`config.mk`:
```
export PLATFORM = sky130hd
export DESIGN_NAME = cpld_uart_ctrl_flat
export DESIGN_NICKNAME = d
export VERILOG_FILES = /design/src/rtl/cpld_uart_ctrl_if.sv /design/src/rtl/cpld_uart_ctrl.sv /design/src/flat_wrapper.sv
export SDC_FILE = /design/constraint.sdc
export NUM_CORES = 1
export LEC_CHECK = 0
export BUFFER_PORTS_ARGS = -buffer_cell sky130_fd_sc_hd__buf_2
export CORE_ASPECT_RATIO = 0.75
export CORE_UTILIZATION = 59
export DETAILED_ROUTE_END_ITERATION = 7
export GPL_ROUTABILITY_DRIVEN = 0
export PLACE_DENSITY = 0.92
export SETUP_SLACK_MARGIN = 0.4
export SYNTH_ARGS = -nofsm -noshare
export SYNTH_HDL_FRONTEND = slang
export SYNTH_SLANG_ARGS = --single-unit
```
`constraint.sdc`:
```
create_clock -name clk -period 6.3 [get_ports clk]
set_input_delay 0 -clock clk [delete_from_list [all_inputs] [get_ports clk]]
set_output_delay 0 -clock clk [all_outputs]
set_load 0.005 [all_outputs]
```
`src/rtl/cpld_uart_ctrl_if.sv`:
```
// MMU-side request/completion bundle for the CPLD UART sequencer.
// The MMU drives requests through 'master'; the sequencer answers through 'slave'.
interface cpld_uart_ctrl_if;
  logic       req_read;
  logic       req_write;
  logic [7:0] wdata;
  logic       busy;
  logic       done;
  logic [7:0] rdata;
  logic       err;

  modport master (
    output req_read, req_write, wdata,
    input  busy, done, rdata, err
  );

  modport slave (
    input  req_read, req_write, wdata,
    output busy, done, rdata, err
  );
endinterface

```
`src/rtl/cpld_uart_ctrl.sv`:
```
// Sequencer that turns one-cycle MMU byte requests into timed uart_rdn/uart_wrn strobes
// on the shared base_ram_data[7:0] bus, with synchronized status polling and a single done pulse.
module cpld_uart_ctrl #(
  parameter int unsigned PULSE_CYCLES = 2,
  parameter int unsigned TX_TIMEOUT   = 65535
) (
  input  logic            clk,
  input  logic            rst,
  cpld_uart_ctrl_if.slave mmu,
  output logic            rx_avail,
  output logic            tx_ready,
  output logic            bus_own,
  output logic [7:0]      data_out,
  output logic            data_oe,
  input  logic [7:0]      data_in,
  output logic            uart_rdn,
  output logic            uart_wrn,
  input  logic            uart_dataready,
  input  logic            uart_tbre,
  input  logic            uart_tsre
);

  typedef enum logic [2:0] {
    IDLE, RD_LOW, RECOVER, WR_SETUP, WR_LOW, WR_HOLD, WAIT_TBRE, WAIT_TSRE
  } state_e;

  state_e      state_q, state_d;
  logic [3:0]  pcnt_q, pcnt_d;
  logic [15:0] wcnt_q, wcnt_d;
  logic [16:0] wcnt_inc;
  logic        rdn_q, rdn_d, wrn_q, wrn_d;
  logic        oe_q, oe_d, own_q, own_d;
  logic [7:0]  dout_q, dout_d, rdata_q, rdata_d;
  logic        done_q, done_d, err_q, err_d, busy_q, busy_d;
  logic        dr_s1_q, dr_s2_q, tbre_s1_q, tbre_s2_q, tsre_s1_q, tsre_s2_q;

  assign wcnt_inc = {1'b0, wcnt_q} + 17'd1;

  // Every registered output is loaded at the edge that leaves the current state,
  // so each state's branch describes what the pins show in the following cycle.
  always_comb begin
    state_d = state_q;
    pcnt_d  = pcnt_q;
    wcnt_d  = wcnt_q;
    rdn_d   = 1'b1;
    wrn_d   = 1'b1;
    oe_d    = 1'b0;
    own_d   = 1'b0;
    dout_d  = dout_q;
    rdata_d = rdata_q;
    done_d  = 1'b0;
    err_d   = err_q;
    busy_d  = 1'b1;
    case (state_q)
      IDLE: begin
        busy_d = 1'b0;
        if (!busy_q && mmu.req_write) begin
          dout_d  = mmu.wdata;
          oe_d    = 1'b1;
          own_d   = 1'b1;
          busy_d  = 1'b1;
          state_d = WR_SETUP;
        end else if (!busy_q && mmu.req_read) begin
          busy_d = 1'b1;
          if (dr_s2_q) begin
            rdn_d   = 1'b0;
            own_d   = 1'b1;
            pcnt_d  = 4'd1;
            state_d = RD_LOW;
          end else begin
            done_d  = 1'b1;
            rdata_d = '0;
            err_d   = 1'b0;
            state_d = RECOVER;
          end
        end
      end
      RD_LOW: begin
        if (pcnt_q == 4'(PULSE_CYCLES)) begin
          rdata_d = data_in;
          done_d  = 1'b1;
          err_d   = 1'b0;
          pcnt_d  = '0;
          state_d = RECOVER;
        end else begin
          rdn_d  = 1'b0;
          own_d  = 1'b1;
          pcnt_d = pcnt_q + 4'd1;
        end
      end
      WR_SETUP: begin
        oe_d    = 1'b1;
        own_d   = 1'b1;
        wrn_d   = 1'b0;
        pcnt_d  = 4'd1;
        state_d = WR_LOW;
      end
      WR_LOW: begin
        oe_d  = 1'b1;
        own_d = 1'b1;
        if (pcnt_q == 4'(PULSE_CYCLES)) begin
          pcnt_d  = '0;
          state_d = WR_HOLD;
        end else begin
          wrn_d  = 1'b0;
          pcnt_d = pcnt_q + 4'd1;
        end
      end
      WR_HOLD: begin
        wcnt_d  = '0;
        state_d = WAIT_TBRE;
      end
      WAIT_TBRE, WAIT_TSRE: begin
        if ((state_q == WAIT_TBRE) ? tbre_s2_q : tsre_s2_q) begin
          wcnt_d = '0;
          if (state_q == WAIT_TBRE) begin
            state_d = WAIT_TSRE;
          end else begin
            done_d  = 1'b1;
            err_d   = 1'b0;
            state_d = RECOVER;
          end
        end else if (wcnt_inc == 17'(TX_TIMEOUT)) begin
          wcnt_d  = '0;
          done_d  = 1'b1;
          err_d   = 1'b1;
          state_d = RECOVER;
        end else begin
          wcnt_d = wcnt_inc[15:0];
        end
      end
      RECOVER: state_d = IDLE;
      default: state_d = IDLE;
    endcase
  end

  always_ff @(posedge clk) begin
    if (rst) begin
      state_q   <= IDLE;
      pcnt_q    <= '0;
      wcnt_q    <= '0;
      rdn_q     <= 1'b1;
      wrn_q     <= 1'b1;
      oe_q      <= 1'b0;
      own_q     <= 1'b0;
      dout_q    <= '0;
      rdata_q   <= '0;
      done_q    <= 1'b0;
      err_q     <= 1'b0;
      busy_q    <= 1'b0;
      dr_s1_q   <= 1'b0;
      dr_s2_q   <= 1'b0;
      tbre_s1_q <= 1'b0;
      tbre_s2_q <= 1'b0;
      tsre_s1_q <= 1'b0;
      tsre_s2_q <= 1'b0;
    end else begin
      state_q   <= state_d;
      pcnt_q    <= pcnt_d;
      wcnt_q    <= wcnt_d;
      rdn_q     <= rdn_d;
      wrn_q     <= wrn_d;
      oe_q      <= oe_d;
      own_q     <= own_d;
      dout_q    <= dout_d;
      rdata_q   <= rdata_d;
      done_q    <= done_d;
      err_q     <= err_d;
      busy_q    <= busy_d;
      dr_s1_q   <= uart_dataready;
      dr_s2_q   <= dr_s1_q;
      tbre_s1_q <= uart_tbre;
      tbre_s2_q <= tbre_s1_q;
      tsre_s1_q <= uart_tsre;
      tsre_s2_q <= tsre_s1_q;
    end
  end

  assign mmu.busy  = busy_q;
  assign mmu.done  = done_q;
  assign mmu.rdata = rdata_q;
  assign mmu.err   = err_q;
  assign rx_avail  = dr_s2_q;
  assign tx_ready  = tbre_s2_q & tsre_s2_q;
  assign bus_own   = own_q;
  assign data_out  = dout_q;
  assign data_oe   = oe_q;
  assign uart_rdn  = rdn_q;
  assign uart_wrn  = wrn_q;

endmodule

```
`src/flat_wrapper.sv`:
```
// flat-port wrapper written by rule: the top's interface ports become plain ports
module cpld_uart_ctrl_flat 
#(
  parameter int unsigned PULSE_CYCLES = 2,
  parameter int unsigned TX_TIMEOUT   = 65535
)
  (clk, rst, rx_avail, tx_ready, bus_own, data_out, data_oe, data_in, uart_rdn, uart_wrn, uart_dataready, uart_tbre, uart_tsre, mmu_req_read, mmu_req_write, mmu_wdata, mmu_busy, mmu_done, mmu_rdata, mmu_err);
  cpld_uart_ctrl_if mmu_i ();
  input  logic clk;
  input  logic rst;
  output logic rx_avail;
  output logic tx_ready;
  output logic bus_own;
  output logic [7:0] data_out;
  output logic data_oe;
  input  logic [7:0] data_in;
  output logic uart_rdn;
  output logic uart_wrn;
  input  logic uart_dataready;
  input  logic uart_tbre;
  input  logic uart_tsre;
  input wire logic [$bits(mmu_i.req_read)-1:0] mmu_req_read;
  input wire logic [$bits(mmu_i.req_write)-1:0] mmu_req_write;
  input wire logic [$bits(mmu_i.wdata)-1:0] mmu_wdata;
  output wire logic [$bits(mmu_i.busy)-1:0] mmu_busy;
  output wire logic [$bits(mmu_i.done)-1:0] mmu_done;
  output wire logic [$bits(mmu_i.rdata)-1:0] mmu_rdata;
  output wire logic [$bits(mmu_i.err)-1:0] mmu_err;
  assign mmu_i.req_read = mmu_req_read;
  assign mmu_i.req_write = mmu_req_write;
  assign mmu_i.wdata = mmu_wdata;
  assign mmu_busy = mmu_i.busy;
  assign mmu_done = mmu_i.done;
  assign mmu_rdata = mmu_i.rdata;
  assign mmu_err = mmu_i.err;
  cpld_uart_ctrl #(.PULSE_CYCLES(PULSE_CYCLES), .TX_TIMEOUT(TX_TIMEOUT)) u_core (.clk(clk), .rst(rst), .mmu(mmu_i), .rx_avail(rx_avail), .tx_ready(tx_ready), .bus_own(bus_own), .data_out(data_out), .data_oe(data_oe), .data_in(data_in), .uart_rdn(uart_rdn), .uart_wrn(uart_wrn), .uart_dataready(uart_dataready), .uart_tbre(uart_tbre), .uart_tsre(uart_tsre));
endmodule
```
==> impl_metrics.json <==
{
  "status": "completed",
  "die_w_um": 77.9,
  "rsz0062_at_grt": "false",
  "synth.area.mux_share": 0.0354,
  "hold_violations": 0,
  "synth.avg_cell_area_um2": 8.13,
  "min_path_cells": 3,
  "reg2regPathDepth": 6,
  "crit_family": "simple AND/OR/NAND/NOR gates",
  "ff2ff_setup_slack_ns": 3.44,
  "ys_types": 50,
  "drc": 0,
  "synth_top_family_by_area": "simple AND/OR/NAND/NOR gates",
  "tritoncts": "built",
  "antenna_found_initial": 0,
  "cts_buffers": 5,
  "fillers": 323,
  "slew_headroom": 0.314,
  "clkTransAtPathRegs_ns": 0.09,
  "layout-drive-gt1-share": 0.163,
  "maxSlewViolCount": 0,
  "post_drt_wl_per_cell_um": 15.0,
  "tightest_slew_ns": 1.03,
  "vdd_drop_max_mv": 0.164,
  "dpl.hpwl_um": 4120,
  "slowest_delay_ns": 0.86,
  "cts_setup_buffers": 0,
  "final_area_mm2": 0.00304,
  "syn_nets": 340,
  "grt_pass1_wl_um": 10300,
  "finalNetCount": 395,
  "routed_via_density": 5.95,
  "synth_top_flop_cell": "dfxtp_1",
  "cts_num_sinks": 52,
  "netlist_instances": 313,
  "fin_tns_setup_ns": 0,
  "ant_nets": 0,
  "chipHeight_um": 58.9,
  "worstHoldStart": "mmu_req_write",
  "reg2reg_from": "u_core.wcnt_q[4]",
  "n_antenna_cell": 0,
  "area_growth_pct": 19.4,
  "hold_path_end": "u_core.mmu.busy",
  "yosys_warnings": 0,
  "worstSetupEndpointType": "register",
  "startpoint": "u_core.wcnt_q[4]",
  "vias": 2523,
  "crit_type": "reg -> reg",
  "grtUsageTotal": 0.287,
  "synth_xor_area_frac": 0.0241,
  "period_minus_slack_ns": 2.86,
  "finClkSkew_ns": 0.0106,
  "coreArea_mm2": 0.00410,
  "p_per_area_mw_per_mm2": 266,
  "finalCritPeriodShare": 0.454,
  "io_pins": 48,
  "crit_path_start_kind": "register",
  "htreeDepth": 2,
  "synth-seq-cells": 52,
  "ys_async_sr_fraction": 0,
  "cp.arrival_ns": 3.03,
  "crit_fanout": 18,
  "crit_path_top_delay_cell": "or4_1",
  "start_util": 0.620,
  "die-area_mm2": 0.00458,
  "rows": 20,
  "holdCritPathClass": "in -> reg",
  "drv_cap": 0,
  "clock_insertion_delay_worst_skew_ns": 0.30,
  "cts-root-buf": "clkbuf_8",
  "setup_violations": 0,
  "crit_chain": "nand3_1, nor4_4, xnor2_1, or4_1, nand2_1, o21ai_0",
  "portBuffers": 47,
  "layout_common_cells": "dfxtp_1 (52), buf_2 (47), nand2_1 (43)",
  "synth-seq-area-share": 0.409,
  "synthSimpleGateAreaFrac": 0.293,
  "cts_buffer_depth": 2,
  "cts.repair.resized": 0,
  "placed_area_mm2": 0.00276,
  "synth-compound-area-share": 0.171,
  "worst_ep_required_time_ns": 6.47,
  "drt_iter0_drc": 370,
  "reg2reg_to": "u_core.wcnt_q[3]",
  "grt-ovfl-total": 0,
  "yosys.area_share.adder": 0.0197,
  "finish.utilization": 0.741,
  "grt_pass1_vias": 2273,
  "critPathBufInv": 0,
  "timing.fmax_ghz": 0.349,
  "fin_ws_ns": 3.44,
  "synth_area_mm2": 0.00255,
  "pre_cts_slack_ns": 3.51,
  "final_common_cell": "dfxtp_1",
  "synth_edf_count": 0,
  "drt-total-wl_um": 6350,
  "power_leakage_nw": 1.26,
  "drt_first_pass_iters": 5,
  "grt_max_degree": 38
}
[synth_stat cells (3+ instances only)]
cell,count,area [µm²]
a21oi_1,24,120
a31oi_1,8,50.1
and2_1,3,18.8
and3_1,3,18.8
buf_2,3,15.0
clkbuf_1,10,37.5
dfxtp_1,52,1040
ha_1,4,50.1
inv_1,9,33.8
mux2i_1,9,90.1
nand2_1,43,161
nand3_1,23,115
nand3b_1,3,22.5
nor2_1,32,120
nor2b_1,11,68.8
nor3_1,6,30.0
nor3b_1,4,30.0
o211ai_1,8,60.1
o21ai_0,14,70.1
or3_1,3,18.8
xor2_1,6,52.6
[worst reg2reg max path: cells and delay by family, from the launching register on]
family          cells  cell delay [ns]
simple gates        4             2.03
xor+xnor            1             0.09
compound gates      1             0.16
flops               1             0.45
[routing by layer]
layer,vias up,track usage,part of all wire
met5,-,0,0
met4,0,0.111,0.021
met3,21,0.0574,0.088
met2,153,0.484,0.47
met1,1141,0.368,0.42
li1,1208,-,-
[how the worst max path moves through the flow]
stage | end | slack, ns | cells past startpoint
3_3_place_gp | u_core.state_q[2] | 3.59 | 7
5_1_grt | u_core.wcnt_q[15] | 3.20 | 6
3_5_place_dp | u_core.wcnt_q[3] | 3.51 | 7
6_report | u_core.wcnt_q[3] | 3.44 | 6
4_1_cts | u_core.wcnt_q[3] | 3.49 | 7
2_1_floorplan | u_core.wcnt_q[12] | 4.09 | 9
[layout make-up]
cell class	count	area, µm²	share of cell area
clock buffer	8	90.1	0.0296
timing repair buffer	66	425	0.140
tap	55	68.8	0.0226
multi-input combinational	234	1380	0.454
inverter	9	33.8	0.0111
sequential	52	1040	0.342
[repair_timing]
item / in CTS / in global routing
hold buffers: 19 / 0
endpoints found under the setup margin: 0 / 0
hold endpoints to repair: 19 / 0
[power by group]
group	switching, mW	internal (mW)	leakage (nW)
clock	0.103	0.0898	0.0455
combinational	0.128	0.0891	0.792
sequential	0.0393	0.362	0.423
[logic make-up after synthesis]
group	count (synthesis)
simple gates	146
flops	52
buf+inv	27
compound gates	68
xor+xnor	7
fa+ha+maj	4
mux	9
[flip-flops by register name (all words and copies together), names as in the netlist]
| signal | count |
|---|---|
| u_core.dr_s1_q | 1 |
| u_core.uart_wrn | 1 |
| u_core.mmu.busy | 1 |
| u_core.mmu.done | 1 |
| u_core.wcnt_q | 16 |
| u_core.tbre_s1_q | 1 |
| u_core.bus_own | 1 |
| u_core.pcnt_q | 4 |
| u_core.mmu.rdata | 8 |
| u_core.uart_rdn | 1 |
| u_core.state_q | 3 |
| u_core.data_oe | 1 |
| u_core.tsre_s1_q | 1 |
| u_core.tsre_s2_q | 1 |
| u_core.data_out | 8 |
| u_core.rx_avail | 1 |
| u_core.tbre_s2_q | 1 |
| u_core.mmu.err | 1 |
[through the flow]
step	cells	hold slack [ns]	power, mW
floorplan	313	0.128	0.544
global placement	397	0.207	0.594
detailed placement	397	0.215	0.608
CTS	424	0.105	0.803
global route	424	0.106	0.850
finish	424	0.129	0.810
No activity file was read; power rests on OpenSTA's default activity.
